### src/rtl/csi2_tx_packet_scheduler.sv
// CSI-2 TX packet scheduler: turns frame/line event pulses into ordered short/long
// packet requests with HS-enable sequencing. Optional macro: CSI_TX_FRAME_NUMBER_EN.
module csi2_tx_packet_scheduler #(
  parameter int unsigned WORD_COUNT      = 1610,
  parameter logic [5:0]  DATA_TYPE       = 6'h2B,
  parameter logic [1:0]  VIRTUAL_CHANNEL = 2'b00,
  parameter int unsigned TRAIL_CYCLES    = 4
) (
  input  logic        clock_camera_byte,
  input  logic        reset_camera_byte,
  input  logic        fv_start_in,
  input  logic        fv_end_in,
  input  logic        lv_start_in,
  input  logic        byte_data_en_in,
  input  logic        c2d_ready_in,
  input  logic        d_hs_rdy_in,
  input  logic        error_clear_in,
  output logic        hs_en_out,
  output logic        sp_en_out,
  output logic        lp_en_out,
  output logic [5:0]  dt_out,
  output logic [15:0] wc_out,
  output logic [1:0]  vc_out,
  output logic        txfr_en_out,
  output logic        busy_out,
  output logic [15:0] frame_count_out,
  output logic [15:0] line_count_out,
  output logic        error_overflow_out,
  output logic        error_spurious_out
);

  localparam logic [1:0] EV_FS = 2'd1;
  localparam logic [1:0] EV_LS = 2'd2;
  localparam logic [1:0] EV_FE = 2'd3;

  typedef enum logic [2:0] {S_IDLE, S_HS_REQ, S_HEADER, S_PAYLOAD, S_TRAIL} state_t;
  state_t r_state, w_next;

  logic [1:0]  r_fifo [4];
  logic [1:0]  r_wr_ptr, r_rd_ptr;
  logic [2:0]  r_count;
  logic [1:0]  r_cur;
  logic [5:0]  r_dt;
  logic [15:0] r_wc;
  logic [15:0] r_byte_cnt;
  logic [15:0] r_trail_cnt;
  logic [15:0] r_line_cnt, r_line_total, r_frame_cnt;
  logic        r_err_ovf, r_err_spur;

  logic [1:0]  w_ev_code, w_head;
  logic        w_ev_any, w_ev_multi, w_full, w_push, w_pop, w_ovf, w_spur;
  logic [15:0] w_fs_wc, w_fe_wc;

  assign w_head = r_fifo[r_rd_ptr];

  // Event arbitration: FE beats FS beats LS; every losing or blocked pulse is an overflow
  always_comb begin
    w_ev_code = EV_LS;
    if (fv_end_in)        w_ev_code = EV_FE;
    else if (fv_start_in) w_ev_code = EV_FS;
    w_ev_any   = fv_end_in | fv_start_in | lv_start_in;
    w_ev_multi = (fv_end_in & fv_start_in) | (fv_end_in & lv_start_in) |
                 (fv_start_in & lv_start_in);
    w_full     = (r_count == 3'd4);
    w_push     = w_ev_any & ~w_full;
    w_ovf      = w_ev_multi | (w_ev_any & w_full);
    w_pop      = (r_state == S_IDLE) && (r_count != 3'd0);
    w_spur     = byte_data_en_in && (r_state != S_PAYLOAD);
  end

  always_ff @(posedge clock_camera_byte) begin
    if (w_push) r_fifo[r_wr_ptr] <= w_ev_code;
  end

`ifdef CSI_TX_FRAME_NUMBER_EN
  logic [15:0] r_frame_num;

  function automatic logic [15:0] next_frame_num(input logic [15:0] cur);
    return (cur == 16'hFFFF) ? 16'd1 : cur + 16'd1;
  endfunction

  always_ff @(posedge clock_camera_byte) begin
    if (reset_camera_byte)               r_frame_num <= '0;
    else if (w_pop && w_head == EV_FS)   r_frame_num <= next_frame_num(r_frame_num);
  end

  assign w_fs_wc = next_frame_num(r_frame_num);
  assign w_fe_wc = r_frame_num;
`else
  assign w_fs_wc = '0;
  assign w_fe_wc = '0;
`endif

  always_comb begin
    w_next      = r_state;
    hs_en_out   = 1'b0;
    sp_en_out   = 1'b0;
    lp_en_out   = 1'b0;
    txfr_en_out = 1'b0;
    case (r_state)
      S_IDLE: if (w_pop) w_next = S_HS_REQ;
      S_HS_REQ: begin
        hs_en_out = 1'b1;
        if (c2d_ready_in && d_hs_rdy_in) w_next = S_HEADER;
      end
      S_HEADER: begin
        hs_en_out = 1'b1;
        sp_en_out = (r_cur != EV_LS);
        lp_en_out = (r_cur == EV_LS);
        w_next    = (r_cur == EV_LS) ? S_PAYLOAD : S_TRAIL;
      end
      S_PAYLOAD: begin
        hs_en_out   = 1'b1;
        txfr_en_out = 1'b1;
        if (byte_data_en_in && r_byte_cnt == 16'(WORD_COUNT - 1)) w_next = S_TRAIL;
      end
      S_TRAIL: begin
        hs_en_out = 1'b1;
        if (r_trail_cnt == 16'(TRAIL_CYCLES - 1)) w_next = S_IDLE;
      end
      default: w_next = S_IDLE;
    endcase
  end

  always_ff @(posedge clock_camera_byte) begin
    if (reset_camera_byte) begin
      r_state      <= S_IDLE;
      r_wr_ptr     <= '0;
      r_rd_ptr     <= '0;
      r_count      <= '0;
      r_cur        <= '0;
      r_dt         <= '0;
      r_wc         <= '0;
      r_byte_cnt   <= '0;
      r_trail_cnt  <= '0;
      r_line_cnt   <= '0;
      r_line_total <= '0;
      r_frame_cnt  <= '0;
      r_err_ovf    <= 1'b0;
      r_err_spur   <= 1'b0;
    end else begin
      r_state <= w_next;
      r_count <= r_count + {2'b0, w_push} - {2'b0, w_pop};
      if (w_push) r_wr_ptr <= r_wr_ptr + 2'd1;
      // Dispatch: latch packet fields and update frame/line bookkeeping
      if (w_pop) begin
        r_cur    <= w_head;
        r_rd_ptr <= r_rd_ptr + 2'd1;
        case (w_head)
          EV_FS: begin
            r_dt        <= 6'h00;
            r_wc        <= w_fs_wc;
            r_line_cnt  <= '0;
            r_frame_cnt <= r_frame_cnt + 16'd1;
          end
          EV_FE: begin
            r_dt         <= 6'h01;
            r_wc         <= w_fe_wc;
            r_line_total <= r_line_cnt;
          end
          default: begin
            r_dt       <= DATA_TYPE;
            r_wc       <= 16'(WORD_COUNT);
            r_line_cnt <= r_line_cnt + 16'd1;
          end
        endcase
      end
      if (r_state != S_PAYLOAD)  r_byte_cnt <= '0;
      else if (byte_data_en_in)  r_byte_cnt <= r_byte_cnt + 16'd1;
      if (r_state != S_TRAIL)    r_trail_cnt <= '0;
      else                       r_trail_cnt <= r_trail_cnt + 16'd1;
      // A new error in the same cycle as a clear keeps the flag set
      r_err_ovf  <= w_ovf  | (r_err_ovf  & ~error_clear_in);
      r_err_spur <= w_spur | (r_err_spur & ~error_clear_in);
    end
  end

  assign dt_out             = r_dt;
  assign wc_out             = r_wc;
  assign vc_out             = VIRTUAL_CHANNEL;
  assign busy_out           = (r_state != S_IDLE) || (r_count != 3'd0);
  assign frame_count_out    = r_frame_cnt;
  assign line_count_out     = r_line_total;
  assign error_overflow_out = r_err_ovf;
  assign error_spurious_out = r_err_spur;

endmodule
### config.mk
export PLATFORM = sky130hd
export DESIGN_NAME = csi2_tx_packet_scheduler
export DESIGN_NICKNAME = d
export VERILOG_FILES = /design/src/rtl/csi2_tx_packet_scheduler.sv
export SDC_FILE = /design/constraint.sdc
export NUM_CORES = 1
export LEC_CHECK = 0
export ABC_CLOCK_PERIOD_IN_PS = 6500
export CORE_AREA = 2 2 111 113
export DETAILED_ROUTE_END_ITERATION = 7
export DIE_AREA = 0 0 113 115
export SLEW_MARGIN = 25
export SYNTH_ARGS = -nofsm -noshare
export SYNTH_HDL_FRONTEND = slang
export SYNTH_SLANG_ARGS = --single-unit
### constraint.sdc
create_clock -name clock_camera_byte -period 6.5 [get_ports clock_camera_byte]
set_input_delay 1.625 -clock clock_camera_byte [delete_from_list [all_inputs] [get_ports clock_camera_byte]]
set_output_delay 1.625 -clock clock_camera_byte [all_outputs]
set_load 0.05 [all_outputs]
==> summary.md <==
| Metric | Value |
|---|---|
| Run status | `finished with violations` |
| Failing checks | `DRC` |
| Synth Flop Type | `dfxtp_1` |
| Mapped cell area | `around 4800 um^2` |
| Setup TNS | `0 ns` |
| Leakage | `about 0.0021 uW` |
| Post-synthesis sequential area ratio | `45.7%` |
| Placer Congestion | `0.786` |
| Io pins | `about 70` |
| # port buffers | `56` |
| CTS resizes | `0` |
| Crit path to | `busy_out` |
| R2R Path End | `r_line_cnt[11]$_SDFFE_PP0P_` |
| # clock sinks | `around 110` |
| Final period util | `57.5%` |
| Layout area overhead | `16.8%` |
| GRT Util Overall | `14.3%` |
| Clk buf depth | `2` |
| Max Freq | `268 MHz` |
| Post-route ant nets | `0` |
| DIE HEIGHT | `115 um` |
| Hold slack | `0.435 ns` |
| EDFF count, synth | `8` |
| Synth Warn # | `0` |
| Seq cells post-synth | `around 110` |
| Crit Path Category | `flip-flop to output port` |
| Startpoint type of the worst setup path | `flip-flop` |
| Total wire length | `roughly 8.6 mm` |
| Fillcell total | `approximately 1100` |
| CP Capture Type | `output port` |
| Worst Path Required | `4.88 ns` |
| Largest net degree at the start of global routing | `55` |
| Core Rows | `40` |
| Slew Limit Fails | `0` |
| Pwr/cell area | `~340 nW/um^2` |
| First-pass GRT wire length | `between 15 and 20 mm` |
| Slew headroom | `between 30% and 40%` |
| Root Buffer | `clkbuf_16` |
| Core area | `11800 um^2` |
| Net count, final | `578` |
| Average cell area after synthesis | `9.23 um^2` |
| Via count | `between 3000 and 4000` |
| CTS Buf Count | `9` |
| RSZ-0062 raised after global routing | `no` |
| Worst-path maximum fanout | `7` |
| # hold bufs at CTS | `0` |
| Synth unique cells | `slightly below 50` |
| Vias in the first global route | `3321` |
| Cell taking the most area after synthesis | `dfxtp_1` |
| Fin crit period | `about 3.7 ns` |
| Post-synth ARST share | `0%` |
| Initial antenna violation count | `0` |
| Number of iterations in the first detailed-routing pass | `7` |
| Gr ovfl total | `0` |
| H-tree Lvls | `3` |
| Max IR drop VDD | `220 uV` |
| Clock slew at reported path FFs | `about 0.060 ns` |
| Synthesized instance count | `about 520` |
| Max Cap Violations | `0` |
| Hold Path Class | `flip-flop to flip-flop` |
| DP HPWL | `roughly 6.2 mm` |
| Crit path from | `r_count[2]$_SDFF_PP0_` |
| Die area | `13000 um^2` |
| Final Hold Viols | `0` |
| Avg WL per Cell | `~12 um` |
| Synth top area share | `around two fifths` |
| Post-DR vias/cell | `~4.9` |
| Share of cells above drive strength 1 | `under 10%` |
| Clk_skew | `a little over 0.005 ns` |
| Worst skew pair latency | `0.34 ns` |
| TritonCTS clock tree | `yes` |
| Layout Utilization | `between 40% and 50%` |
| Slew at the pin closest to its max-slew limit | `a little under 1 ns` |
| Flop2flop setup slack | `between 3 and 4 ns` |
| Die width | `113 um` |
| Setup violators final | `0` |
| Worst r2r path cells | `4` |
| Starting Density | `40.8%` |
| Initial drt markers | `151` |
| Setup bufs post-CTS | `0` |
| Diodes inserted | `0` |
| Largest cells by area after synthesis | `dfxtp_1, nor2_1, xor2_1, edfxtp_1, mux2i_1` |
| DRC errors left | `4` |
| Data arrival time of the worst path | `approximately 2.1 ns` |
[worst min path at each step]
stage                     cells past startpoint                      start                        end  slack [ns]
after global routing                          1  r_trail_cnt[0]$_SDFF_PP0_  r_trail_cnt[0]$_SDFF_PP0_        0.47
after floorplan                               1  r_trail_cnt[0]$_SDFF_PP0_  r_trail_cnt[0]$_SDFF_PP0_        0.41
after CTS                                     1  r_trail_cnt[0]$_SDFF_PP0_  r_trail_cnt[0]$_SDFF_PP0_        0.44
after global placement                        1  r_trail_cnt[0]$_SDFF_PP0_  r_trail_cnt[0]$_SDFF_PP0_        0.42
after detailed placement                      1  r_trail_cnt[0]$_SDFF_PP0_  r_trail_cnt[0]$_SDFF_PP0_        0.43
final                                         1  r_trail_cnt[0]$_SDFF_PP0_  r_trail_cnt[0]$_SDFF_PP0_        0.44
[cells by family (layout without fill, tap and decap cells)]
group                      count (synthesis)  count (layout)  share of synthesized area, %
and+or+nand+nor                          240             240                          25.0
DFF                                      106             106                          45.7
xor gates and xnor gates                  60              60                          10.9
buffers and inverters                     56              82                          6.81
AOI/OAI and AO/OA                         27              27                          3.53
muxes                                     21              21                          4.88
adders and majority gates                 11              11                          3.01
other                                      1              15                        0.0779
[power breakdown]
part	internal [uW]	leakage, uW	switching (uW)	total, uW
registers	714	0.000863	48.0	762
clock network	335	0.000147	219	554
logic	214	0.00107	397	610
[synthesized netlist by cell type (4+ instances only)]
| master | n |
|---|---|
| nor2_1 | 104 |
| dfxtp_1 | 98 |
| xor2_1 | 42 |
| buf_4 | 25 |
| nand4_1 | 25 |
| nand2_1 | 24 |
| nand3_1 | 20 |
| mux2i_1 | 19 |
| xnor2_1 | 18 |
| clkbuf_1 | 17 |
| and3_1 | 12 |
| a21oi_1 | 11 |
| ha_1 | 10 |
| inv_1 | 10 |
| nor3_1 | 10 |
| and2_1 | 9 |
| edfxtp_1 | 8 |
| o21ai_0 | 6 |
| and4_1 | 5 |
| nand2b_1 | 4 |
| nor4_1 | 4 |
| or3_1 | 4 |
[layout make-up]
type,instances,area (um^2),area share [%]
Inverter,10,37.5,0.667
Clock buffer,12,236,4.20
Sequential cell,106,2200,39.1
Multi-Input combinational cell,374,2340,41.6
Timing Repair Buffer,57,563,10.0
Clock inverter,3,65.1,1.16
Tap cell,147,184,3.27
[state kept, by name, indices dropped and copies added, names as in the netlist, 2 cells and up, named ones only]
register         cells
r_fifo               8
r_trail_cnt         16
r_wr_ptr             2
r_count              3
r_state              3
r_rd_ptr             2
r_cur                2
dt_out               2
line_count_out      16
r_line_cnt          16
frame_count_out     16
r_byte_cnt          16
[worst max-delay path, stage by stage (launching register included)]
cell and delay [ns]:
dfxtp_1 0.34, nor3_2 0.55, nand3b_1 0.14, clkdlybuf4s50_1 0.73
[cells in the final DEF, fill, tap and decap left out, types with 2 or more instances in the layout]
cell and n:
nor2_1 104, nand3_2 2, conb_1 15, nand2_1 24, nor4b_1 2, nand2b_1 4, o21ai_0 6, inv_1 10
dfxtp_1 98, xnor2_1 18, and2_1 9, nor3_1 10, nand3b_1 3, and3_1 12, nand3_1 20, ha_1 10
xor2_1 42, a21oi_1 11, mux2i_1 19, bufinv_16 2, nor4_1 4, or2_2 3, nand4_1 25, nor2b_1 2
clkdlybuf4s50_1 55, clkbuf_1 3, and4_1 5, or3_1 4, edfxtp_1 8, mux4_2 2, clkbuf_16 9
[layer usage]
layer  routed length, um  track usage (%)  up-vias  part of all wire, %
met2                4060             23.9       54                   47
li1                    -                -     1795                    -
met3                 340             4.16        9                  3.9
met1                4140             18.1     1630                   48
met4                 102             3.90        0                  1.2
met5                   0                0        -                    0
[per-stage QoR]
step                total power [uW]  cells  worst slack, ns  cell area (um^2)
global placement                1380    694             2.59              5330
global route                    2030    709             2.62              5630
finish                          1930    709             2.77              5630
floorplan                       1300    536             3.06              4870
detailed placement              1390    694             2.51              5330
CTS                             1950    709             2.74              5630
(Power assumes the default switching activity.)
